File: src/rtl/bcd_7seg_scan_driver.sv
// Four-digit multiplexed 7-segment driver for a packed BCD value.
// The displayed value is frozen once per scan frame, so a frame never shows two different counts.
module bcd_7seg_scan_driver #(
    parameter int REFRESH_DIV = 50000,
    parameter int BLANK_CYC   = 500,
    parameter bit ACTIVE_LOW  = 1'b1,
    parameter bit BLANK_LZ    = 1'b1
) (
    input  logic        clk50,
    input  logic        sys_init_n,
    input  logic [15:0] bcdint,
    input  logic [3:0]  dp_mask,
    output logic [6:0]  seg,
    output logic        dp,
    output logic [3:0]  an,
    output logic        frame_done
);

    localparam int CNT_W = (REFRESH_DIV > 2) ? $clog2(REFRESH_DIV) : 2;
    localparam logic [CNT_W-1:0] CNT_LAST  = CNT_W'(REFRESH_DIV - 1);
    localparam logic [CNT_W-1:0] BLANK_END = CNT_W'(BLANK_CYC);
    localparam logic             POL       = ACTIVE_LOW;
    localparam logic [6:0]       SEG_OFF   = {7{POL}};
    localparam logic [3:0]       AN_OFF    = {4{POL}};

    typedef enum logic [1:0] {
        DIG0 = 2'd0,
        DIG1 = 2'd1,
        DIG2 = 2'd2,
        DIG3 = 2'd3
    } dig_e;

    dig_e              dig_q, dig_d;
    logic [CNT_W-1:0]  div_cnt_q, div_cnt_d;
    logic [15:0]       snap_q, snap_d;
    logic [3:0]        snap_dp_q, snap_dp_d;
    logic              load_pend_q, load_pend_d;
    logic [6:0]        seg_q, seg_d;
    logic              dp_q, dp_d;
    logic [3:0]        an_q, an_d;
    logic              frame_done_q, frame_done_d;

    logic              tc_s;
    logic              frame_end_s;
    logic [3:0]        lz_blank_s;
    logic [3:0]        cur_nib_s;
    logic              cur_dp_s;
    logic              cur_blank_s;
    logic              lit_s;

    // Logical (active-high) glyph for one BCD nibble; anything above 9 shows a dash.
    function automatic logic [6:0] seg7_decode(input logic [3:0] nib);
        logic [6:0] g;
        case (nib)
            4'd0:    g = 7'h3F;
            4'd1:    g = 7'h06;
            4'd2:    g = 7'h5B;
            4'd3:    g = 7'h4F;
            4'd4:    g = 7'h66;
            4'd5:    g = 7'h6D;
            4'd6:    g = 7'h7D;
            4'd7:    g = 7'h07;
            4'd8:    g = 7'h7F;
            4'd9:    g = 7'h6F;
            default: g = 7'h40;
        endcase
        return g;
    endfunction

    // Dwell counter: tc marks the last cycle of a digit dwell.
    always_comb begin
        tc_s        = (div_cnt_q == CNT_LAST);
        frame_end_s = tc_s && (dig_q == DIG3);
        if (tc_s) begin
            div_cnt_d = {CNT_W{1'b0}};
        end else begin
            div_cnt_d = div_cnt_q + CNT_W'(1);
        end
    end

    // Digit rotation next-state; moves only at the end of a dwell.
    always_comb begin
        dig_d = dig_q;
        if (tc_s) begin
            case (dig_q)
                DIG0:    dig_d = DIG1;
                DIG1:    dig_d = DIG2;
                DIG2:    dig_d = DIG3;
                DIG3:    dig_d = DIG0;
                default: dig_d = DIG0;
            endcase
        end else begin
            dig_d = dig_q;
        end
    end

    // Snapshot capture: once right after reset, then only at the frame boundary.
    always_comb begin
        snap_d       = snap_q;
        snap_dp_d    = snap_dp_q;
        load_pend_d  = load_pend_q;
        frame_done_d = frame_end_s;
        if (load_pend_q || frame_end_s) begin
            snap_d      = bcdint;
            snap_dp_d   = dp_mask;
            load_pend_d = 1'b0;
        end else begin
            snap_d      = snap_q;
            snap_dp_d   = snap_dp_q;
            load_pend_d = load_pend_q;
        end
    end

    // Leading-zero mask; an invalid nibble is non-zero so it stops the blanking.
    always_comb begin
        lz_blank_s    = 4'b0000;
        lz_blank_s[0] = 1'b0;
        lz_blank_s[1] = BLANK_LZ && (snap_q[15:4]  == 12'h000);
        lz_blank_s[2] = BLANK_LZ && (snap_q[15:8]  == 8'h00);
        lz_blank_s[3] = BLANK_LZ && (snap_q[15:12] == 4'h0);
    end

    // Select the current digit's nibble, dp request and blank flag.
    always_comb begin
        cur_nib_s   = 4'h0;
        cur_dp_s    = 1'b0;
        cur_blank_s = 1'b1;
        case (dig_q)
            DIG0: begin
                cur_nib_s   = snap_q[3:0];
                cur_dp_s    = snap_dp_q[0];
                cur_blank_s = lz_blank_s[0];
            end
            DIG1: begin
                cur_nib_s   = snap_q[7:4];
                cur_dp_s    = snap_dp_q[1];
                cur_blank_s = lz_blank_s[1];
            end
            DIG2: begin
                cur_nib_s   = snap_q[11:8];
                cur_dp_s    = snap_dp_q[2];
                cur_blank_s = lz_blank_s[2];
            end
            DIG3: begin
                cur_nib_s   = snap_q[15:12];
                cur_dp_s    = snap_dp_q[3];
                cur_blank_s = lz_blank_s[3];
            end
            default: begin
                cur_nib_s   = 4'h0;
                cur_dp_s    = 1'b0;
                cur_blank_s = 1'b1;
            end
        endcase
    end

    // Pin values for next cycle; segments are dark whenever no anode is driven.
    always_comb begin
        seg_d = SEG_OFF;
        dp_d  = POL;
        an_d  = AN_OFF;
        lit_s = (div_cnt_q >= BLANK_END) && !cur_blank_s;
        if (lit_s) begin
            an_d  = AN_OFF ^ (4'b0001 << dig_q);
            seg_d = seg7_decode(cur_nib_s) ^ SEG_OFF;
            dp_d  = cur_dp_s ? ~POL : POL;
        end else begin
            an_d  = AN_OFF;
            seg_d = SEG_OFF;
            dp_d  = POL;
        end
    end

    // Digit-rotation state register.
    always_ff @(posedge clk50 or negedge sys_init_n) begin
        if (!sys_init_n) begin
            dig_q <= DIG0;
        end else begin
            dig_q <= dig_d;
        end
    end

    // Datapath and registered pin drivers.
    always_ff @(posedge clk50 or negedge sys_init_n) begin
        if (!sys_init_n) begin
            div_cnt_q    <= {CNT_W{1'b0}};
            snap_q       <= 16'h0000;
            snap_dp_q    <= 4'b0000;
            load_pend_q  <= 1'b1;
            seg_q        <= SEG_OFF;
            dp_q         <= POL;
            an_q         <= AN_OFF;
            frame_done_q <= 1'b0;
        end else begin
            div_cnt_q    <= div_cnt_d;
            snap_q       <= snap_d;
            snap_dp_q    <= snap_dp_d;
            load_pend_q  <= load_pend_d;
            seg_q        <= seg_d;
            dp_q         <= dp_d;
            an_q         <= an_d;
            frame_done_q <= frame_done_d;
        end
    end

    assign seg        = seg_q;
    assign dp         = dp_q;
    assign an         = an_q;
    assign frame_done = frame_done_q;

endmodule

File: config.mk
export PLATFORM = sky130hd
export DESIGN_NAME = bcd_7seg_scan_driver
export DESIGN_NICKNAME = d
export VERILOG_FILES = /design/src/rtl/bcd_7seg_scan_driver.sv
export SDC_FILE = /design/constraint.sdc
export NUM_CORES = 1
export LEC_CHECK = 0
export BUFFER_PORTS_ARGS = -buffer_cell sky130_fd_sc_hd__buf_2
export CAP_MARGIN = 0
export CORE_MARGIN = 4
export CORE_UTILIZATION = 51
export DETAILED_ROUTE_END_ITERATION = 8
export PLACE_DENSITY = 0.75
export SLEW_MARGIN = 20
export SYNTH_ARGS = -nofsm -noshare
export SYNTH_HDL_FRONTEND = slang
export SYNTH_SLANG_ARGS = --single-unit
File: constraint.sdc
create_clock -name clk50 -period 2 [get_ports clk50]
set_clock_uncertainty 0.05 [all_clocks]
set_input_delay 0 -clock clk50 [delete_from_list [all_inputs] [get_ports clk50]]
set_output_delay 0 -clock clk50 [all_outputs]
set_load 0.01 [all_outputs]
Word-level counts from Yosys, hierarchy flattened

Memories as Yosys holds them, arrays and structs flattened.
Cells that the tools add are included.

Register bits after elaboration: 52
Memory bits (read-only): 112
Bits of input ports: 22
Output and inout bits: 13
Logic and storage cells: 37
Memories kept: 1

Memories:

| memory           | words | width | read ports | clocked after Yosys merged registers in | write ports | line | text |
|---|---|---|---|---|---|---|---|
| (name not given) | 16    | 7     | 1          | 0                                       | 0           | 54   | `case (nib)` |

Add/subtract/negate cells: 1
Magnitude comparators: 1
Eq/ne operators: 4
Shift operators: 1
Multiplexer cells: 10
Bitwise logic cells: 2
Reductions and logical operators: 8

Operators with widths:

| kind                  | number |
|---|---|
| $add 16x1->16 const B | 1 |
| $eq 16x16->1 const B  | 1 |
| $ge 16x9->1 const B   | 1 |
| $mux 16               | 1 |
| $pmux 4 s4            | 1 |
| $mux 7                | 2 |
| $logic_not 12->1      | 1 |
| $logic_not 8->1       | 1 |
| $pmux 1 s4            | 2 |
| $pmux 2 s4            | 1 |
| $not 7->7             | 1 |
| $eq 2x2->1 const B    | 2 |
| $logic_not 4->1       | 1 |
| $mux 4                | 1 |
| $not 4->4             | 1 |
| $shl 1x2->4 const A   | 1 |
| $eq 2x1->1 const B    | 1 |
| $logic_and 1x1->1     | 2 |
| $logic_not 2->1       | 1 |
| $mux 1                | 2 |
| $logic_not 1->1       | 1 |
| $logic_or 1x1->1      | 1 |

Depth between registers and ports, before layout

Gate-level depths: netlist of the first run.

Word-level depth: 7
Gate-level depth with buffers: 11
Gate-level depth less buffers: 10

Least setup slack after synthesis of the first run

Ideal clock, no wire load.

Path type: register to register
From: register div_cnt_q[10]
To: register snap_dp_q[0]
Library setup time: 0.125 ns
Arrival: 1.855 ns
Required time: 1.825 ns
Slack: -0.030 ns
Cell stages (with the launch flop): 6
Buffers on the path: 1
Clock period less this slack: 2.030 ns
Cell sequence: dfrtp_1 or4_4 nor4_4 a21oi_2 buf_6 mux2_4

Word-level cells in the longest chain between the ends: 3

Ends and longest elaborated chain:

| item                   | line | text |
|---|---|---|
| start, declared        | 34   | `logic [CNT_W-1:0] div_cnt_q, div_cnt_d;` |
| start signal, assigned | 186  | `div_cnt_q <= {CNT_W{1'b0}};` |
| start signal, assigned | 195  | `div_cnt_q <= div_cnt_d;` |
| $eq 16x16->1           | 72   | `tc_s = (div_cnt_q == CNT_LAST);` |
| $logic_and 1x1->1      | 73   | `frame_end_s = tc_s && (dig_q == DIG3);` |
| $logic_or 1x1->1       | 103  | `if (load_pend_q \|\| frame_end_s) begin` |
| end signal, assigned   | 197  | `snap_dp_q <= snap_dp_d;` |
| end, declared          | 36   | `logic [3:0] snap_dp_q, snap_dp_d;` |

Every way passes these cells.
A chain may end at the register's enable or synchronous reset.

Final worst setup path of the first run

From: register dig_q[1]
To: register seg_q[5] (netlist: seg[5])

Word-level cells in the longest chain between the ends: 6
Elaborated cells on any way between the ends: 12
Classes of those cells: eq/ne (3); mux (4); bitwise (1); reduce/logical (3); memory (1)

Ends and longest elaborated chain:

| item                                     | line | text |
|---|---|---|
| start, declared                          | 33   | `dig_e dig_q, dig_d;` |
| start signal, assigned                   | 179  | `dig_q <= dig_d;` |
| $eq 2x2->1, or another cell as far along | 128  | `case (dig_q)` |
| $pmux 4 s4                               | 128  |  |
| $mem_v2 16x7                             | n/a  |  |
| $mux 7                                   | 163  | `if (lit_s) begin` |
| $not 7->7 (no source line)               | n/a  |  |
| $mux 7 *                                 | 163  |  |
| net seg_d[5]                             | 38   | `logic [6:0] seg_q, seg_d;` |
| end signal, assigned                     | 199  | `seg_q <= seg_d;` |
| end, declared                            | 38   |  |

Mark *: on every way through the listed nets, which the timed path passes. The rest lies on a longest branch. The select of a mux whose other input is x is not followed.

==> results of run 1 <==
## cell usage after synthesis, types with 6 or more instances
library cell,number
sky130_fd_sc_hd__nand2_1,14
sky130_fd_sc_hd__nor3_1,7
sky130_fd_sc_hd__nor2_1,14
sky130_fd_sc_hd__mux2_4,20
sky130_fd_sc_hd__a21oi_1,7
sky130_fd_sc_hd__nand3_1,6
sky130_fd_sc_hd__xor2_1,8
sky130_fd_sc_hd__ha_1,12
sky130_fd_sc_hd__dfstp_2,13
sky130_fd_sc_hd__inv_1,11
sky130_fd_sc_hd__dfrtp_1,39
sky130_fd_sc_hd__o21ai_0,12
## timing repair
item | CTS | global route
hold buffers | 21 | 0
pin swaps | 1 | 8
endpoints found under the setup margin | 4 | 25
setup buffers | 1 | 1
gates resized for setup | 7 | 16
endpoints found under the hold margin | 60 | 0
## worst max-delay path: cells and delay by family, from the launching register on
kind                       cells  cell delay (ps)
muxes                          1              180
and+or+nand+nor                2              250
AOI/OAI and AO/OA              2              500
DFF                            1              420
buffers and inverters          1              160
adders and majority gates      2              370
## registers in the layout (all words and copies together) (netlist names)
name,flops
load_pend_q,1
frame_done,1
dig_q,2
div_cnt_q,16
dp,1
snap_q,16
an,4
snap_dp_q,4
seg,7
## kinds of logic after synthesis
family,Yosys count,share of synthesized area [%]
and+or+nand+nor,65,13.7
DFF,52,51.5
buffers and inverters,20,3.72
xor gates and xnor gates,13,4.45
adders and majority gates,12,5.87
other,1,0.147
muxes,23,13.0
AOI/OAI and AO/OA,31,7.64
## layout make-up
cell class	instances	area share [%]
inverters	11	1.23
repair buffers	81	17.6
clock buffers	5	2.06
flip-flops and latches	52	39.3
clock inverters	3	1.27
multi-input cells	145	36.0
well taps	67	2.50
## worst paths after layout
kind,end,slack [ps],depth (start not counted)
max in group asynchronous,seg[1],1210,3
setup reg to reg,seg[5],2,8
hold reg to reg,snap_dp_q[3],480,1
setup / recovery,seg[5],2,8
hold / removal,dig_q[0],40,2
min in group clk50,snap_dp_q[0],390,3
## layer usage
metal  up-vias  part of all wire (%)  GRT usage, %
met3         7                   5.3          4.65
li1        914                     -             -
met5         -                     0             0
met4         0                   1.2          5.77
met2        48                    47          29.0
met1       879                    47          25.8
## where the power goes
group | total [mW] | switching, mW | internal (mW)
logic | 0.271 | 0.116 | 0.156
clock network | 0.726 | 0.355 | 0.371
registers | 1.13 | 0.0366 | 1.09
total | 2.13 | 0.508 | 1.62
==> impl_metrics.py, run 1 <==
metrics = {
    "placed_design": {
        "port_buffers": 34,
        "dpl_cell_area_um2": 2950,
        "finalWeightedCongestion": 0.883,
        "place_hpwl_mm": 3.63,
        "placedCellCount": 333,
        "post-place-ws_ps": -60.2,
    },
    "yosys": {
        "ys_top_cells_by_area": "sky130_fd_sc_hd__dfrtp_1 (38%), sky130_fd_sc_hd__dfstp_2 (13%), sky130_fd_sc_hd__mux2_4 (12%), sky130_fd_sc_hd__ha_1 (5.9%), sky130_fd_sc_hd__xor2_1 (2.7%)",
        "synthDistinctLibCells": 42,
        "ys_async_sr_fraction_pct": 100,
        "number_of_flops_mapped_to_enable_cells_by_yosys": 0,
        "mapped_avg_cell_area_um2": 11.8,
        "post-synth-top-area-cell": "sky130_fd_sc_hd__dfrtp_1",
        "synth.cell_area_um2": 2560,
        "yosysSeqAreaShare_pct": 51.5,
        "post_synth_inst_count": 217,
        "ys.flop_type": "sky130_fd_sc_hd__dfrtp_1",
        "ys_ff_latch": 52,
        "synth_top_cell_area_share_pct": 38.2,
        "synth-warning-count": 0,
        "syn-num-nets": 251,
    },
    "floorplan": {
        "fp-row-count": 25,
        "core_area_um2": 4790,
        "fp.dieW_um": 78.8,
        "floorplan.die.height_um": 78.8,
        "start_util_pct": 53.4,
        "ioPinCount": 35,
        "die-area_um2": 6210,
    },
    "clocking": {
        "cts_max_path_buffers": 2,
        "clock-sinks": 52,
        "clock_latency_ps": 310,
        "cts_htree_levels": 2,
        "number_of_buffers_created_by_cts": 5,
        "clk_pin_slew_worst_paths_ps": 100,
        "clock_tree.root_cell": "sky130_fd_sc_hd__clkbuf_8",
        "tritoncts": "built",
    },
    "job": {
        "cap_viol_max_count": 0,
    },
    "critical_path": {
        "startpoint": "dig_q[1]",
        "element_type_at_the_critical_path_end": "flop",
        "critPathKind": "reg -> reg",
        "worst-endpoint-arrival_ps": 2190,
        "critical-path-slowest-cell": "sky130_fd_sc_hd__dfrtp_1",
        "critPathRequiredTime_ps": 2190,
        "max_stage_delay_ps": 420,
        "start_kind": "flop",
        "timing.critical_path.cells": "ha_2 -> a222oi_1 -> mux2i_2 -> inv_2 -> ha_4 -> nor2_1 -> nor3_1 -> o21ai_1",
        "path_max_fanout": 4,
        "timing.rr.start": "dig_q[1]",
    },
    "layout": {
        "register_area_um2": 1320,
        "highest_count_cells_in_the_layout_ignoring_fill_and_taps": "sky130_fd_sc_hd__dfrtp_1 (39), sky130_fd_sc_hd__buf_2 (34), sky130_fd_sc_hd__buf_4 (25), sky130_fd_sc_hd__mux2_4 (21), sky130_fd_sc_hd__dlygate4sd3_1 (21)",
        "num-fill-cells": 345,
        "stdcell_area_um2": 3350,
        "area.growth.synth_to_final_pct": 31.0,
        "antenna-diode-count": 0,
        "number_of_non_filler_instances_in_the_completed_layout": 364,
        "layout.core_utilization_pct": 70.0,
        "multi_input_comb_area_um2": 1210,
        "final_common_cell": "sky130_fd_sc_hd__dfrtp_1",
        "drive_gt1_share_pct": 42.1,
        "nNetsFinal": 330,
    },
    "sta": {
        "max_freq_ghz": 0.501,
        "setup_viols_final": 0,
        "hold_viol_final": 0,
        "post-route-min-period_ps": 2000,
        "worst_slew_pin_slew_ps": 497,
        "hold_slack_ps": 42.4,
        "finalCritPeriodShare_pct": 99.9,
        "timing.slew.headroom_pct": 66.6,
        "timing.setup.tns_ps": 0,
        "report.final.slew_viol_count": 0,
        "setup_repair_after_global_routing_missed_its_margin": "yes",
        "post_route_worst_setup_slack_ps": 2.36,
    },
    "drt": {
        "drc_errors": 0,
        "via_per_inst": 5.08,
        "first_pass_iters": 4,
        "num_vias": 1848,
        "routedWlPerCell_um": 14.4,
        "postRouteWirelength_mm": 5.25,
        "ant_nets": 0,
        "dr.first_iter.drc_count": 126,
    },
    "global_route": {
        "grt_usage_pct": 18.7,
        "grt_first_pass_wirelength_mm": 9.11,
        "grt_max_degree": 24,
        "gr_ovfl_total": 0,
        "via_count_of_the_first_global_routing_pass": 1864,
        "antenna_found_initial": 0,
    },
    "pwr": {
        "power.ir.vdd_worst_uv": 480,
        "power_consumption_mw": 2.13,
        "power.density_cell_area_nw_per_um2": 636,
        "p_leak_nw": 1.54,
    },
    "outcome": {
        "result_of_the_run": "complete, no violations",
    },
    "min_path": {
        "worst_hold_path_type": "in -> async",
    },
}
Power figures use the tool's default switching activity.
==> run 2: changes to the inputs <==
--- a/config.mk
+++ b/config.mk
@@ -8,9 +8,11 @@
 export BUFFER_PORTS_ARGS = -buffer_cell sky130_fd_sc_hd__buf_2
 export CAP_MARGIN = 0
 export CORE_MARGIN = 4
-export CORE_UTILIZATION = 51
+export CORE_UTILIZATION = 53
+export CTS_BUF_LIST = sky130_fd_sc_hd__clkbuf_8
 export DETAILED_ROUTE_END_ITERATION = 8
-export PLACE_DENSITY = 0.75
+export GPL_TIMING_DRIVEN = 0
+export PLACE_DENSITY = 0.77
 export SLEW_MARGIN = 20
 export SYNTH_ARGS = -nofsm -noshare
 export SYNTH_HDL_FRONTEND = slang
==> run 2 against run 1 <==
  * The run now ends with negative setup slack left
  * Sequential power barely moved
  * Die area fell by 3.4%
  * Power fell by 5.0%
  * Via count rose by 5.5%
  * Hold slack improved by 160 ps
  * Global-route usage rose by 1.5 points
  * Fmax fell by 6.4%
==> impl_metrics.py, run 2 (synthesis results as in run 1) <==
metrics = {
    "sta": {
        "setup_viols_final": 24,
        "max_freq_ghz": 0.469,
        "hold_viol_final": 0,
        "report.final.slew_viol_count": 0,
        "finalCritPeriodShare_pct": 107,
        "timing.slew.headroom_pct": 58.1,
        "worst_slew_pin_slew_ps": 628,
        "post-route-min-period_ps": 2130,
        "setup_repair_after_global_routing_missed_its_margin": "yes",
        "post_route_worst_setup_slack_ps": -133,
    },
    "drt": {
        "routedWlPerCell_um": 17.2,
        "ant_nets": 0,
        "first_pass_iters": 7,
        "dr.first_iter.drc_count": 160,
        "postRouteWirelength_mm": 6.06,
        "via_per_inst": 5.52,
        "num_vias": 1949,
        "drc_errors": 0,
    },
    "floorplan": {
        "floorplan.die.height_um": 77.4,
        "fp.dieW_um": 77.4,
        "fp-row-count": 25,
        "die-area_um2": 6000,
        "start_util_pct": 54.5,
        "core_area_um2": 4690,
        "ioPinCount": 35,
    },
    "global_route": {
        "grt_max_degree": 53,
        "grt_usage_pct": 20.2,
        "gr_ovfl_total": 0,
        "antenna_found_initial": 0,
        "via_count_of_the_first_global_routing_pass": 1964,
        "grt_first_pass_wirelength_mm": 9.65,
    },
    "critical_path": {
        "path_max_fanout": 8,
        "critical_path_buf_inv_count": 3,
        "critical-path-slowest-cell": "sky130_fd_sc_hd__dfrtp_1",
        "start_kind": "flop",
        "max_stage_delay_ps": 440,
        "timing.critical_path.cells": "inv_2 -> ha_4 -> a222oi_1 -> mux2i_2 -> inv_2 -> buf_4 -> ha_2 -> nor3_2 -> o21ai_1",
        "critPathMostFrequentCell": "sky130_fd_sc_hd__inv_2",
        "family_of_cells_with_the_greatest_summed_delay_on_the_critical_path": "flip-flops",
        "worst-endpoint-arrival_ps": 2320,
        "element_type_at_the_critical_path_end": "flop",
        "critPathRequiredTime_ps": 2190,
        "critPathKind": "reg -> reg",
    },
    "layout": {
        "drive_gt1_share_pct": 47.8,
        "layout.core_utilization_pct": 73.6,
        "area.growth.synth_to_final_pct": 35.0,
        "highest_count_cells_in_the_layout_ignoring_fill_and_taps": "sky130_fd_sc_hd__dfrtp_1 (37), sky130_fd_sc_hd__buf_2 (33), sky130_fd_sc_hd__mux2_4 (21), sky130_fd_sc_hd__dlygate4sd3_1 (21), sky130_fd_sc_hd__buf_4 (21)",
        "number_of_non_filler_instances_in_the_completed_layout": 353,
        "antenna-diode-count": 0,
        "final_common_cell": "sky130_fd_sc_hd__dfrtp_1",
        "nNetsFinal": 332,
    },
    "outcome": {
        "violated_checks": "negative setup slack",
        "result_of_the_run": "finished with violations",
    },
    "pwr": {
        "p_leak_nw": 1.56,
        "power.density_cell_area_nw_per_um2": 586,
        "power.ir.vdd_worst_uv": 431,
    },
    "clocking": {
        "clock_tree.root_cell": "sky130_fd_sc_hd__clkbuf_8",
        "clk_pin_slew_worst_paths_ps": 100,
        "number_of_buffers_created_by_cts": 5,
        "cts_htree_levels": 2,
        "clock-sinks": 52,
        "cts_max_path_buffers": 2,
        "clock_latency_ps": 310,
        "tritoncts": "built",
    },
    "min_path": {
        "worst_hold_path_type": "in -> async",
    },
    "placed_design": {
        "post-place-ws_ps": -372,
        "finalWeightedCongestion": 0.802,
        "place_hpwl_mm": 3.34,
        "placedCellCount": 305,
        "port_buffers": 34,
    },
    "job": {
        "cap_viol_max_count": 0,
    },
}
-- run 2: path summary, 6_finish.rpt --
kind | start | to | slack [ps] | cells after the start
max | dig_q[0] | seg[0] | -130 | 9
min | sys_init_n | dig_q[0] | 210 | 2
max reg2reg | dig_q[0] | seg[0] | -130 | 9
min reg2reg | div_cnt_q[0] | div_cnt_q[0] | 420 | 1
max in group asynchronous | sys_init_n | div_cnt_q[9] | 1250 | 2
min in group clk50 | bcdint[7] | snap_q[7] | 400 | 3
-- run 2: timing repair --
| action | CTS | global route |
|---|---|---|
| endpoints found under the setup margin | 39 | 42 |
| hold buffers | 21 | 0 |
| endpoints found under the hold margin | 59 | 0 |
| cloned | 0 | 2 |
| gates resized for setup | 38 | 25 |
| setup buffers | 13 | 8 |
| pin swaps | 16 | 12 |
-- run 2: area by class of cell --
cell class	count	area (um^2)
Multi-Input combinational cell	145	1330
Clock buffer	5	68.8
Tap cell	54	67.6
Fill cell	292	1240
Sequential cell	52	1320
Buffer	5	42.5
Inverter	11	43.8
Timing Repair Buffer	78	567
Clock inverter	3	12.5
-- run 2: where the power goes --
group | internal (mW) | switching (mW) | total (mW) | leakage, nW
clock network | 0.237 | 0.343 | 0.580 | 0.0505
logic | 0.173 | 0.140 | 0.313 | 0.891
registers | 1.09 | 0.0358 | 1.13 | 0.618
total | 1.50 | 0.519 | 2.02 | 1.56
-- run 2: metal layers --
metal | part of all wire (%) | GRT usage, % | wire length [um] | vias to the layer above
li1 | - | - | - | 911
met4 | 2.2 | 9.61 | 133 | 0
met2 | 51 | 33.2 | 3060 | 80
met5 | 0 | 0 | 0 | -
met1 | 43 | 26.3 | 2610 | 947
met3 | 4.2 | 3.02 | 255 | 11
-- run 2: per-stage QoR --
step	hold slack (ps)	power (mW)	cell area [um^2]	TNS, ps
after CTS	401	1.99	3310	-1410
after detailed placement	184	1.35	2800	-3780
after global routing	297	2.11	3450	-2460
after global placement	181	1.34	2800	-3380
final	206	2.02	3450	-1180
after floorplan	-346	1.28	2560	0
